## src/rtl/muldiv_if.sv

```systemverilog
// Request/response bundle between the EX stage and the iterative multiply/divide unit.
// The master issues operations and consumes results; the slave is the unit itself.
interface muldiv_if #(
    parameter int XLEN  = 32,
    parameter int TAG_W = 5
);
    logic             req_valid;
    logic             req_ready;
    logic [2:0]       req_op;
    logic [XLEN-1:0]  req_a;
    logic [XLEN-1:0]  req_b;
    logic [TAG_W-1:0] req_tag;
    logic             rsp_valid;
    logic             rsp_ready;
    logic [XLEN-1:0]  rsp_result;
    logic [TAG_W-1:0] rsp_tag;

    modport master (
        output req_valid, req_op, req_a, req_b, req_tag, rsp_ready,
        input  req_ready, rsp_valid, rsp_result, rsp_tag
    );

    modport slave (
        input  req_valid, req_op, req_a, req_b, req_tag, rsp_ready,
        output req_ready, rsp_valid, rsp_result, rsp_tag
    );
endinterface

```

## src/rtl/muldiv_unit.sv

```systemverilog
// Iterative RV32M multiply/divide unit: shift-add multiply and restoring divide on magnitudes,
// one bit per cycle, with sign fix-up at the end and single-cycle divide-by-zero/overflow paths.
module muldiv_unit #(
    parameter int XLEN  = 32,
    parameter int TAG_W = 5
) (
    input  logic      clk,
    input  logic      rst_n,
    input  logic      flush,
    muldiv_if.slave   bus,
    output logic      busy
);
    localparam int CNT_W = $clog2(XLEN + 1);
    localparam logic [CNT_W-1:0] CNT_MAX = CNT_W'(XLEN);

    localparam logic [2:0] OP_MUL    = 3'b000;
    localparam logic [2:0] OP_MULH   = 3'b001;
    localparam logic [2:0] OP_MULHSU = 3'b010;
    localparam logic [2:0] OP_MULHU  = 3'b011;
    localparam logic [2:0] OP_DIV    = 3'b100;
    localparam logic [2:0] OP_DIVU   = 3'b101;
    localparam logic [2:0] OP_REM    = 3'b110;
    localparam logic [2:0] OP_REMU   = 3'b111;

    localparam logic [XLEN-1:0] MIN_NEG = {1'b1, {(XLEN-1){1'b0}}};

    typedef enum logic [1:0] {IDLE, CALC, DONE} state_t;

    state_t             state_q, state_d;
    logic [2:0]         op_q;
    logic [TAG_W-1:0]   tag_q;
    logic [XLEN-1:0]    opb_q;
    logic               neg_q;
    logic               fast_q;
    logic [CNT_W-1:0]   cnt_q;
    logic [2*XLEN-1:0]  acc_q;
    logic [XLEN-1:0]    rsp_result_q;
    logic [TAG_W-1:0]   rsp_tag_q;

    logic               accept;
    logic               a_signed, b_signed, a_neg, b_neg, is_div;
    logic               div_zero, div_ovf, fast_in, neg_in;
    logic [XLEN-1:0]    abs_a, abs_b, fast_val;
    logic [XLEN:0]      mul_sum, rem_sh, diff;
    logic [2*XLEN-1:0]  mul_next, div_next, prod_fix;
    logic [XLEN-1:0]    quo_fix, rem_fix, final_result;

    assign bus.req_ready  = (state_q == IDLE) && !flush;
    assign bus.rsp_valid  = (state_q == DONE);
    assign bus.rsp_result = rsp_result_q;
    assign bus.rsp_tag    = rsp_tag_q;
    assign busy           = (state_q != IDLE);
    assign accept         = bus.req_valid && bus.req_ready;

    // Operand decode at accept: magnitudes, result sign and the RISC-V defined special cases.
    always_comb begin
        is_div   = bus.req_op[2];
        a_signed = (bus.req_op == OP_MULH) || (bus.req_op == OP_MULHSU) ||
                   (bus.req_op == OP_DIV)  || (bus.req_op == OP_REM);
        b_signed = (bus.req_op == OP_MULH) || (bus.req_op == OP_DIV) || (bus.req_op == OP_REM);
        a_neg    = a_signed && bus.req_a[XLEN-1];
        b_neg    = b_signed && bus.req_b[XLEN-1];
        abs_a    = a_neg ? (-bus.req_a) : bus.req_a;
        abs_b    = b_neg ? (-bus.req_b) : bus.req_b;
        neg_in   = a_neg ^ (b_neg && !(is_div && bus.req_op[1]));
        div_zero = is_div && (bus.req_b == '0);
        div_ovf  = ((bus.req_op == OP_DIV) || (bus.req_op == OP_REM)) &&
                   (bus.req_a == MIN_NEG) && (bus.req_b == '1);
        fast_in  = div_zero || div_ovf;
        fast_val = '0;
        if (div_zero)
            fast_val = bus.req_op[1] ? bus.req_a : '1;
        else if (div_ovf)
            fast_val = bus.req_op[1] ? '0 : bus.req_a;
    end

    // One iteration of each algorithm; acc holds {hi, lo} = {product hi, multiplier} or {remainder, quotient}.
    always_comb begin
        mul_sum  = {1'b0, acc_q[2*XLEN-1:XLEN]} + (acc_q[0] ? {1'b0, opb_q} : '0);
        mul_next = {mul_sum, acc_q[XLEN-1:1]};
        rem_sh   = {acc_q[2*XLEN-1:XLEN], acc_q[XLEN-1]};
        diff     = rem_sh - {1'b0, opb_q};
        if (!diff[XLEN])
            div_next = {diff[XLEN-1:0], acc_q[XLEN-2:0], 1'b1};
        else
            div_next = {rem_sh[XLEN-1:0], acc_q[XLEN-2:0], 1'b0};
    end

    always_comb begin
        prod_fix = neg_q ? (-acc_q) : acc_q;
        quo_fix  = neg_q ? (-acc_q[XLEN-1:0]) : acc_q[XLEN-1:0];
        rem_fix  = neg_q ? (-acc_q[2*XLEN-1:XLEN]) : acc_q[2*XLEN-1:XLEN];
        case (op_q)
            OP_MUL:                       final_result = prod_fix[XLEN-1:0];
            OP_MULH, OP_MULHSU, OP_MULHU: final_result = prod_fix[2*XLEN-1:XLEN];
            OP_DIV, OP_DIVU:              final_result = quo_fix;
            default:                      final_result = rem_fix;
        endcase
        if (fast_q)
            final_result = acc_q[XLEN-1:0];
    end

    always_ff @(posedge clk or negedge rst_n) begin
        if (!rst_n)
            state_q <= IDLE;
        else
            state_q <= state_d;
    end

    always_comb begin
        state_d = state_q;
        case (state_q)
            IDLE: if (accept) state_d = CALC;
            CALC: if (cnt_q == CNT_MAX) state_d = DONE;
            DONE: if (bus.rsp_ready) state_d = IDLE;
            default: state_d = IDLE;
        endcase
        if (flush)
            state_d = IDLE;
    end

    // Fast paths preload the counter at its limit so they finish on the very next edge.
    always_ff @(posedge clk or negedge rst_n) begin
        if (!rst_n) begin
            op_q         <= '0;
            tag_q        <= '0;
            opb_q        <= '0;
            neg_q        <= 1'b0;
            fast_q       <= 1'b0;
            cnt_q        <= '0;
            acc_q        <= '0;
            rsp_result_q <= '0;
            rsp_tag_q    <= '0;
        end else if (!flush) begin
            if (accept) begin
                op_q   <= bus.req_op;
                tag_q  <= bus.req_tag;
                opb_q  <= abs_b;
                neg_q  <= neg_in;
                fast_q <= fast_in;
                cnt_q  <= fast_in ? CNT_MAX : '0;
                acc_q  <= {{XLEN{1'b0}}, (fast_in ? fast_val : abs_a)};
            end else if (state_q == CALC) begin
                if (cnt_q != CNT_MAX) begin
                    acc_q <= op_q[2] ? div_next : mul_next;
                    cnt_q <= cnt_q + CNT_W'(1);
                end else begin
                    rsp_result_q <= final_result;
                    rsp_tag_q    <= tag_q;
                end
            end
        end
    end
endmodule
```

## src/flat_wrapper.sv

```systemverilog
// flat-port wrapper written by rule: the top's interface ports become plain ports
module muldiv_unit_flat 
#(
    parameter int XLEN  = 32,
    parameter int TAG_W = 5
)
  (clk, rst_n, flush, busy, bus_req_valid, bus_req_op, bus_req_a, bus_req_b, bus_req_tag, bus_rsp_ready, bus_req_ready, bus_rsp_valid, bus_rsp_result, bus_rsp_tag);
  muldiv_if #(.XLEN(XLEN), .TAG_W(TAG_W)) bus_i ();
  input  logic clk;
  input  logic rst_n;
  input  logic flush;
  output logic busy;
  input wire logic [$bits(bus_i.req_valid)-1:0] bus_req_valid;
  input wire logic [$bits(bus_i.req_op)-1:0] bus_req_op;
  input wire logic [$bits(bus_i.req_a)-1:0] bus_req_a;
  input wire logic [$bits(bus_i.req_b)-1:0] bus_req_b;
  input wire logic [$bits(bus_i.req_tag)-1:0] bus_req_tag;
  input wire logic [$bits(bus_i.rsp_ready)-1:0] bus_rsp_ready;
  output wire logic [$bits(bus_i.req_ready)-1:0] bus_req_ready;
  output wire logic [$bits(bus_i.rsp_valid)-1:0] bus_rsp_valid;
  output wire logic [$bits(bus_i.rsp_result)-1:0] bus_rsp_result;
  output wire logic [$bits(bus_i.rsp_tag)-1:0] bus_rsp_tag;
  assign bus_i.req_valid = bus_req_valid;
  assign bus_i.req_op = bus_req_op;
  assign bus_i.req_a = bus_req_a;
  assign bus_i.req_b = bus_req_b;
  assign bus_i.req_tag = bus_req_tag;
  assign bus_i.rsp_ready = bus_rsp_ready;
  assign bus_req_ready = bus_i.req_ready;
  assign bus_rsp_valid = bus_i.rsp_valid;
  assign bus_rsp_result = bus_i.rsp_result;
  assign bus_rsp_tag = bus_i.rsp_tag;
  muldiv_unit #(.XLEN(XLEN), .TAG_W(TAG_W)) u_core (.clk(clk), .rst_n(rst_n), .flush(flush), .bus(bus_i), .busy(busy));
endmodule
```

## config.mk

```make
export PLATFORM = sky130hd
export DESIGN_NAME = muldiv_unit_flat
export DESIGN_NICKNAME = d
export VERILOG_FILES = /design/src/rtl/muldiv_if.sv /design/src/rtl/muldiv_unit.sv /design/src/flat_wrapper.sv
export SDC_FILE = /design/constraint.sdc
export NUM_CORES = 1
export LEC_CHECK = 0
export CORE_UTILIZATION = 50
export DETAILED_ROUTE_END_ITERATION = 10
export GPL_TIMING_DRIVEN = 0
export MAX_ROUTING_LAYER = met4
export PLACE_DENSITY_LB_ADDON = 0.3
export SETUP_SLACK_MARGIN = 0.4
export SYNTH_ARGS = -nofsm -noshare
export SYNTH_HDL_FRONTEND = slang
export SYNTH_SLANG_ARGS = --single-unit
export TNS_END_PERCENT = 1
```

## constraint.sdc

```tcl
create_clock -name clk -period 3.7 [get_ports clk]
set_input_delay 0.74 -clock clk [delete_from_list [all_inputs] [get_ports clk]]
set_output_delay 0.74 -clock clk [all_outputs]
set_load 0.05 [all_outputs]
```

==> impl_metrics.yaml, run 1 <==
yosys:
  yosys_warnings: 0
  synth-compound-area-share_pct: 27.8
  synthTopCellsByCount: "244 x nand2_1, 198 x o21ai_0, 171 x nor2_1"
  synthMuxAreaShare_pct: 3.62
  synth_top_family_by_area: "compound AO/OA/AOI/OAI gates"
  postSynth.asyncResetShare_pct: 100
  synth_edf_count: 0
  synthAdderAreaFrac_pct: 6.28
  synth_seq_cells: 151
  synth_seq_area_share_pct: 25.6
  synthCells: 1973
  synth.most_common_cell: "nand2_1"
  synthXorXnorAreaFrac_pct: 8.47
  synth_nets: 2123
  netlist_area_um2: 14800
  syn-mean-instance-area_um2: 7.49
  synth_top_area_share_pct: 25.6
  synthSimpleGateAreaFrac_pct: 22.8
  synth-main-ff-cell: "dfrtp_1"
  yosysTopAreaCell: "dfrtp_1"
  synth_cell_type_count: 84
  yosys-top-cells-area: "dfrtp_1 26%, o21ai_0 6.7%, nand2_1 6.2%"
setup_path:
  cp_data_required_time_ns: 3.99
  cp.arrival_ns: 3.66
  cp-end-kind: "register"
  worstPathMaxFanout: 10
  timing.rr.start: "u_core.acc_q[45]"
  r2r_slack_ns: 0.33
  worstSetupPathType: "register to register"
  cp-start-kind: "register"
  reg2reg_to: "u_core.bus.rsp_result[19]"
  reg2reg_depth: 9
clock_network:
  cts_buffers: 17
  cts_hold_buf: 0
  clk_latency_ns: 0.45
  htreeDepth: 4
  cts_tree: "done"
  clock_path_buffers: 2
  cts-root-buf: "clkbuf_16"
  clock_sinks: 151
  path_clk_slew_ns: 0.08
placement:
  dp_cells: 2473
  place_worst_setup_slack_ns: -1.46
  portBuffers: 115
  hpwl_mm: 48.3
  place.gp.congestion: 1.04
drt:
  via_count: 17300
  wl_mm: 63.5
  met2_length_mm: 27.5
  vias_per_cell: 6.72
  drc: 0
  routedWlPerCell_um: 24.7
  dr.pass1.iters: 6
  drtIter0Drc: 2424
  topRoutingLayerUsed: "met4"
  wl_met3_mm: 6.94
  ant_nets: 0
  wl_met1_mm: 26.1
final_layout:
  drive_gt1_share_pct: 13.4
  fin_cells: 2573
  fill_cells: 2577
  syn2layout_area_growth_pct: 23.6
  multi_input_area_um2: 10800
  final_nets: 2326
  diodes: 0
  seq_area_um2: 3800
sta:
  tightestPinTransition_ns: 1.07
  rsz0062_at_grt: "yes"
  setup_slack_ns: 0.328
  finalCriticalPeriod_ns: 3.37
  max_slew_margin_pct: 28.2
  finalSetupViolations: 0
  fmax_mhz: 297
  hold_viol: 0
  drv_slew: 0
  fin_crit_sh_pct: 91.1
  tns_ns: 0
  skew_ns: 0.0134
floorplanning:
  rows: 62
  initial_utilization_pct: 51.2
  core_area_um2: 28900
  die_x_um: 174
  io_pins: 117
  die_h_um: 174
  die-area_um2: 30300
power:
  intPower_w: 0.00748
  p_clk_share_pct: 10.7
  p_leak_nw: 7.55
  powerDensity_nw_per_um2: 911
  swShare_pct: 55.0
  p_sw_w: 0.00916
  ir_drop_mv: 0.438
  seq_power_share_pct: 19.3
  pwr-share-comb_pct: 70.1
grt:
  grt_max_degree: 102
  overflow: 0
  grt_pass1_wl_mm: 94.2
  grt_pass1_vias: 15843
  grtUsageTotal_pct: 42.1
  antenna_found_initial: 0
status:
  status: "complete, no violations"
run:
  drv_cap: 0
worst_hold_path:
  hp-class: "input port to asynchronous set/reset pin"
==> what timing repair did <==
action / in CTS / in global routing
resized for setup: 103 / 128
cloned: 0 / 0
pin swaps: 21 / 35
endpoints found under the setup margin: 90 / 93
setup buffers: 30 / 38
==> layout make-up <==
type,instances,area share (%)
multi-input combinational,1616,59.2
sequential,151,20.8
timing repair buffer,184,9.26
buffer,138,3.51
tap,384,2.63
clock buffer,18,2.40
inverter,68,1.42
clock inverter,14,0.753
==> registers in the layout (all words and copies together), names as in the netlist <==
register / flops
u_core.fast_q: 1
u_core.state_q: 2
u_core.bus.rsp_result: 32
u_core.op_q: 3
u_core.bus.rsp_tag: 5
u_core.cnt_q: 6
u_core.neg_q: 1
u_core.acc_q: 64
u_core.opb_q: 32
u_core.tag_q: 5
==> per-stage QoR <==
stage          hold WS (ns)  total power, W  area (um2)  util, %
3_5_place_dp          0.459          0.0135       16500     57.1
5_1_grt               0.280          0.0174       18300     63.3
4_1_cts               0.263          0.0156       17600     61.1
3_3_place_gp          0.454          0.0133       16400     57.0
6_report              0.239          0.0166       18300     63.3
2_1_floorplan         0.439         0.00998       14800        -
==> worst max path at each step <==
stage                           from                        end  slack [ns]  cells after the start
detailed placement   u_core.acc_q[0]  u_core.bus.rsp_result[24]       -1.46                     10
floorplan               bus_req_a[0]           u_core.acc_q[10]        0.38                     10
finish              u_core.acc_q[45]  u_core.bus.rsp_result[19]        0.33                      9
global route         u_core.acc_q[0]           u_core.acc_q[61]        0.22                     14
global placement               rst_n           u_core.acc_q[11]       -4.31                      1
CTS                 u_core.acc_q[47]  u_core.bus.rsp_result[31]        0.30                     10
==> cell families (layout without fill, tap and decap cells) <==
logic type | count (synthesis) | after routing
AOI/OAI and AO/OA | 641 | 641
xor gates and xnor gates | 143 | 143
adders and majority gates | 73 | 73
buffers and inverters | 206 | 422
DFF | 151 | 151
muxes | 53 | 53
and+or+nand+nor | 706 | 706
==> per-layer routing <==
metal | GRT usage [%] | up-vias
met5 | - | -
met4 | 17.3 | 0
met3 | 8.57 | 233
met2 | 62.2 | 1185
met1 | 56.0 | 8226
li1 | - | 7656
==> power by group through the flow <==
stage / combinational [W] / clock [W] / sequential (W)
2_1_floorplan: 0.00648 / 0 / 0.00350
3_3_place_gp: 0.0101 / 0 / 0.00316
3_5_place_dp: 0.0103 / 0 / 0.00319
4_1_cts: 0.0107 / 0.00177 / 0.00315
5_1_grt: 0.0123 / 0.00184 / 0.00326
6_report: 0.0117 / 0.00177 / 0.00321
==> cells in the final DEF, fill, tap and decap left out, types with 17 or more instances in the layout <==
cell	instances
clkdlybuf4s50_1	109
a21oi_1	141
a211oi_1	25
nand3_1	55
dfrtp_2	17
and3_1	18
xor2_1	71
ha_1	62
nor2_1	168
mux2i_1	49
buf_4	71
inv_1	57
dfrtp_1	134
a21o_1	25
nand2_1	240
clkbuf_16	17
o21ai_0	183
xnor2_1	70
or3_1	19
clkbuf_1	98
o31ai_1	34
o221ai_1	20
nand4_1	27
a31oi_1	24
nor3_1	53
==> critical path: stages, from the launching register on <==
cell       delay [ns]
dfrtp_1          0.46
clkbuf_2         0.26
or4_1            0.53
clkbuf_1         0.27
o31ai_1          0.44
o21ai_0          0.19
xnor2_1          0.17
o21ai_0          0.09
a2111oi_1        0.71
a21oi_1          0.09
Note: power is estimated with default switching activity, not from simulation.
==> run 2, diff against run 1 <==
--- a/config.mk
+++ b/config.mk
@@ -7,9 +7,9 @@
 export LEC_CHECK = 0
 export CORE_UTILIZATION = 50
 export DETAILED_ROUTE_END_ITERATION = 10
-export GPL_TIMING_DRIVEN = 0
 export MAX_ROUTING_LAYER = met4
 export PLACE_DENSITY_LB_ADDON = 0.3
+export REMOVE_ABC_BUFFERS = 1
 export SETUP_SLACK_MARGIN = 0.4
 export SYNTH_ARGS = -nofsm -noshare
 export SYNTH_HDL_FRONTEND = slang
==> impl_metrics.yaml, run 2 (synthesis results as in run 1) <==
floorplanning:
  die-area_um2: 30300
  initial_utilization_pct: 51.2
  io_pins: 117
  die_h_um: 174
  rows: 62
  die_x_um: 174
  core_area_um2: 28900
sta:
  max_slew_margin_pct: 49.5
  fin_crit_sh_pct: 90.6
  finalCriticalPeriod_ns: 3.35
  rsz0062_at_grt: "yes"
  hold_viol: 0
  tightestPinTransition_ns: 0.752
  finalSetupViolations: 0
  setup_slack_ns: 0.348
  fmax_mhz: 298
  drv_slew: 0
  skew_ns: 0.0156
  tns_ns: 0
final_layout:
  seq_area_um2: 3780
  largest_reg_flops: 64
  final_cell_mix: "242 x nand2_1, 194 x o21ai_0, 184 x buf_4, 170 x nor2_1, 147 x dfrtp_1"
  layout_commonest_cell: "nand2_1"
  diodes: 0
  stdcell_area_um2: 18300
  drive_gt1_share_pct: 13.9
  regMostFlops: "u_core.acc_q"
  syn2layout_area_growth_pct: 23.5
  fill_cells: 2556
  final_nets: 2313
  multi_input_area_um2: 10400
clock_network:
  path_clk_slew_ns: 0.06
  cts-root-buf: "clkbuf_16"
  cts_buffers: 17
  cts_hold_buf: 0
  clock_sinks: 151
  htreeDepth: 4
  clk_latency_ns: 0.45
  cts_tree: "done"
  clock_path_buffers: 2
setup_path:
  cp_data_required_time_ns: 4.02
  cp.arrival_ns: 3.67
  worstPathMaxFanout: 4
  cp-end-kind: "register"
  worstSetupPathType: "register to register"
  max_stage_delay_ns: 0.46
  reg2reg_depth: 15
  cpMaxStageDelayCell: "dfrtp_2"
  cp-start-kind: "register"
  cp_cell_sequence: "and2_4 > ha_4 > inv_2 > fa_2 > nor2b_4 > o31ai_2 > buf_4 > a2111o_1 > a31oi_1 > buf_4 > a41oi_4 > o31a_1 > xnor2_1 > a22oi_1 > nand3_1"
  cpMostUsedCell: "buf_4"
placement:
  portBuffers: 116
  hpwl_mm: 41.3
  place.gp.congestion: 1.03
  place_area_um2: 17400
  place_worst_setup_slack_ns: -0.507
drt:
  wl_mm: 55.1
  drtIter0Drc: 1791
  vias_per_cell: 6.46
  drc: 0
  ant_nets: 0
  via_count: 16527
  routedWlPerCell_um: 21.5
  dr.pass1.iters: 5
power:
  p_leak_nw: 7.83
  seq_power_share_pct: 19.7
  p_sw_w: 0.00832
  powerDensity_nw_per_um2: 879
  p_clk_share_pct: 11.8
  pwr-share-comb_pct: 68.5
  ir_drop_mv: 0.445
  swShare_pct: 51.9
  intPower_w: 0.00772
grt:
  overflow: 0
  grt_max_degree: 69
  antenna_found_initial: 0
  grtUsageTotal_pct: 37.3
  grt_pass1_wl_mm: 86.5
  grt_pass1_vias: 15444
run:
  drv_cap: 0
status:
  status: "complete, no violations"
worst_hold_path:
  hp-class: "input port to asynchronous set/reset pin"
[run 2: path summary, 6_finish.rpt]
path	to	startpoint	slack (ns)
setup / recovery	u_core.acc_q[61]	u_core.acc_q[0]	0.35
hold / removal	u_core.cnt_q[2]	rst_n	0.28
setup reg to reg	u_core.acc_q[61]	u_core.acc_q[0]	0.35
hold reg to reg	u_core.bus.rsp_tag[1]	u_core.tag_q[1]	0.47
max in group asynchronous	u_core.opb_q[21]	rst_n	2.46
min in group clk	u_core.bus.rsp_tag[1]	u_core.tag_q[1]	0.47
[run 2: layout make-up]
type / count / share of cell area [%]
Sequential cell: 151 / 20.7
Clock inverter: 12 / 0.918
Clock buffer: 20 / 2.50
Inverter: 68 / 1.41
Timing Repair Buffer: 309 / 14.9
Tap cell: 384 / 2.63
Multi-Input combinational cell: 1616 / 56.9
[run 2: worst max-delay path: cells and delay by family (launching register included)]
kind,cells,cell delay [ns]
compound gates,6,1.27
xor+xnor,1,0.14
fa+ha+maj,2,0.54
buf+inv,3,0.36
flops,1,0.46
simple gates,3,0.43
[run 2: layer usage]
| metal | track usage [%] | share of wire, % |
|---|---|---|
| met1 | 52.5 | 44 |
| met2 | 54.8 | 43 |
| met3 | 5.10 | 9.7 |
| met4 | 12.6 | 3.3 |
| met5 | - | 0 |
[run 2: per-stage QoR]
| stage | power (W) | hold slack [ns] | std cells | util, % |
|---|---|---|---|---|
| 3_3_place_gp | 0.0135 | 0.443 | 2519 | 60.2 |
| 2_1_floorplan | 0.00973 | 0.439 | 1835 | - |
| 3_5_place_dp | 0.0136 | 0.457 | 2519 | 60.2 |
| 5_1_grt | 0.0170 | 0.334 | 2560 | 63.3 |
| 6_report | 0.0160 | 0.278 | 2560 | 63.3 |
| 4_1_cts | 0.0156 | 0.329 | 2555 | 62.8 |
[run 2: timing repair]
| action | in CTS | in global routing |
|---|---|---|
| buffers inserted | 4 | 5 |
| setup endpoints to repair | 65 | 59 |
| resized for setup | 27 | 29 |
| endpoints found under the hold margin | 0 | 0 |
| pin swaps | 7 | 15 |
[run 2: power groups by stage]
stage          Combinational [W]  Sequential [W]  Clock [W]
6_report                  0.0110         0.00316    0.00189
5_1_grt                   0.0118         0.00321    0.00197
4_1_cts                   0.0106         0.00310    0.00190
3_5_place_dp              0.0105         0.00312          0
3_3_place_gp              0.0104         0.00309          0
2_1_floorplan            0.00591         0.00382          0
==> run 3, diff against run 2 <==
--- a/config.mk
+++ b/config.mk
@@ -5,8 +5,10 @@
 export SDC_FILE = /design/constraint.sdc
 export NUM_CORES = 1
 export LEC_CHECK = 0
+export CORE_MARGIN = 4
 export CORE_UTILIZATION = 50
 export DETAILED_ROUTE_END_ITERATION = 10
+export GPL_TIMING_DRIVEN = 1
 export MAX_ROUTING_LAYER = met4
 export PLACE_DENSITY_LB_ADDON = 0.3
 export REMOVE_ABC_BUFFERS = 1
==> impl_metrics.yaml, run 3 (synthesis results as in run 1) <==
setup_path:
  cp_cell_sequence: "or3_1 > or4_4 > nor4_1 > nand2_1 > and3_1 > o311ai_0 > buf_4 > a31oi_1"
  worstSetupPathType: "register to register"
  crit_start: "u_core.acc_q[13]"
  cp-end-kind: "register"
  cpMaxStageDelayCell: "or4_4"
  cp-start-kind: "register"
  cp.arrival_ns: 3.63
  worstPathMaxFanout: 6
  max_stage_delay_ns: 0.50
  timing.rr.start: "u_core.acc_q[13]"
  cp_data_required_time_ns: 4.01
clock_network:
  cts_tree: "done"
  clock_sinks: 151
  cts_hold_buf: 0
  cts-root-buf: "clkbuf_16"
  cts_buffers: 17
  clk_latency_ns: 0.45
  htreeDepth: 4
  path_clk_slew_ns: 0.07
  clock_path_buffers: 2
final_layout:
  final_cell_mix: "241 x nand2_1, 208 x buf_4, 187 x o21ai_0, 169 x nor2_1, 146 x dfrtp_1"
  layout_commonest_cell: "nand2_1"
  diodes: 0
  syn2layout_area_growth_pct: 25.0
  seq_area_um2: 3780
  drive_gt1_share_pct: 15.9
  final_nets: 2336
  largest_reg_flops: 64
  multi_input_area_um2: 10500
  fin_cells: 2583
  final_util_pct: 63.9
  fill_cells: 2595
  regMostFlops: "u_core.acc_q"
grt:
  grtUsageTotal_pct: 35.2
  antenna_found_initial: 0
  overflow: 0
  grt_max_degree: 68
  grt_pass1_vias: 15889
  grt_pass1_wl_mm: 89.7
power:
  ir_drop_mv: 0.409
  p_total_w: 0.0162
  p_leak_nw: 7.92
  powerDensity_nw_per_um2: 879
run:
  drv_cap: 0
sta:
  skew_ns: 0.0123
  rsz0062_at_grt: "yes"
  finalSetupViolations: 0
  finalCriticalPeriod_ns: 3.32
  fin_crit_sh_pct: 89.6
  tns_ns: 0
  drv_slew: 0
  fmax_mhz: 302
  hold_viol: 0
  setup_slack_ns: 0.383
  max_slew_margin_pct: 49.9
  tightestPinTransition_ns: 0.748
status:
  status: "complete, no violations"
floorplanning:
  core_area_um2: 28900
  die_x_um: 180
  rows: 62
  die-area_um2: 32400
  die_h_um: 180
  io_pins: 117
  initial_utilization_pct: 51.1
drt:
  drc: 0
  drtIter0Drc: 2101
  ant_nets: 0
  vias_per_cell: 6.49
  met2_length_mm: 24.7
  wl_met1_mm: 24.7
  wl_met3_mm: 6.38
  wl_mm: 57.5
  via_count: 16772
  dr.pass1.iters: 8
  routedWlPerCell_um: 22.3
  topRoutingLayerUsed: "met4"
placement:
  dp_cells: 2539
  place_worst_setup_slack_ns: -0.312
  hpwl_mm: 43.2
  place.gp.congestion: 1.01
  portBuffers: 116
worst_hold_path:
  hp-class: "input port to asynchronous set/reset pin"
-- run 3: layer usage --
metal / GRT usage (%) / up-vias
met4: 11.6 / 0
met1: 49.0 / 7953
met3: 6.99 / 139
li1: - / 7648
met2: 51.5 / 1032
met5: - / -
-- run 3: power breakdown --
group          switching [W]  internal, W
Combinational        0.00682      0.00445
Clock               0.000820     0.000962
Sequential          0.000877      0.00232
Total                0.00852      0.00773
-- run 3: critical path, delay by kind of cell (launching register included) --
family,cells,cell delay [ns]
DFF,1,0.47
AOI/OAI and AO/OA,2,0.53
and+or+nand+nor,5,1.98
buffers and inverters,1,0.20
-- run 3: per-stage QoR --
| stage | cell area (um2) | hold slack, ns |
|---|---|---|
| finish | 18500 | 0.282 |
| global route | 18500 | 0.327 |
| CTS | 18300 | 0.303 |
| detailed placement | 17500 | 0.462 |
| global placement | 17500 | 0.443 |
| floorplan | 14200 | 0.439 |
-- run 3: final timing paths --
path,to,slack (ns),depth (start not counted)
min in group clk,u_core.bus.rsp_tag[0],0.47,2
setup / recovery,u_core.bus.rsp_result[24],0.38,8
setup reg to reg,u_core.bus.rsp_result[24],0.38,8
max in group asynchronous,u_core.opb_q[0],2.44,2
hold / removal,u_core.cnt_q[4],0.28,1
hold reg to reg,u_core.bus.rsp_tag[0],0.47,2
-- run 3: final cells by class --
| class | count | area share, % |
|---|---|---|
| inverter | 68 | 1.39 |
| tap | 384 | 2.60 |
| clock inverter | 14 | 0.751 |
| sequential | 151 | 20.5 |
| clock buffer | 18 | 2.38 |
| timing repair buffer | 332 | 15.5 |
| multi-input combinational | 1616 | 56.9 |
-- run 3: what timing repair did --
action                                  4_1_cts  5_1_grt
endpoints found under the setup margin       66       66
buffers inserted                              4        8
pin swaps                                    16       19
resized for setup                            47       41
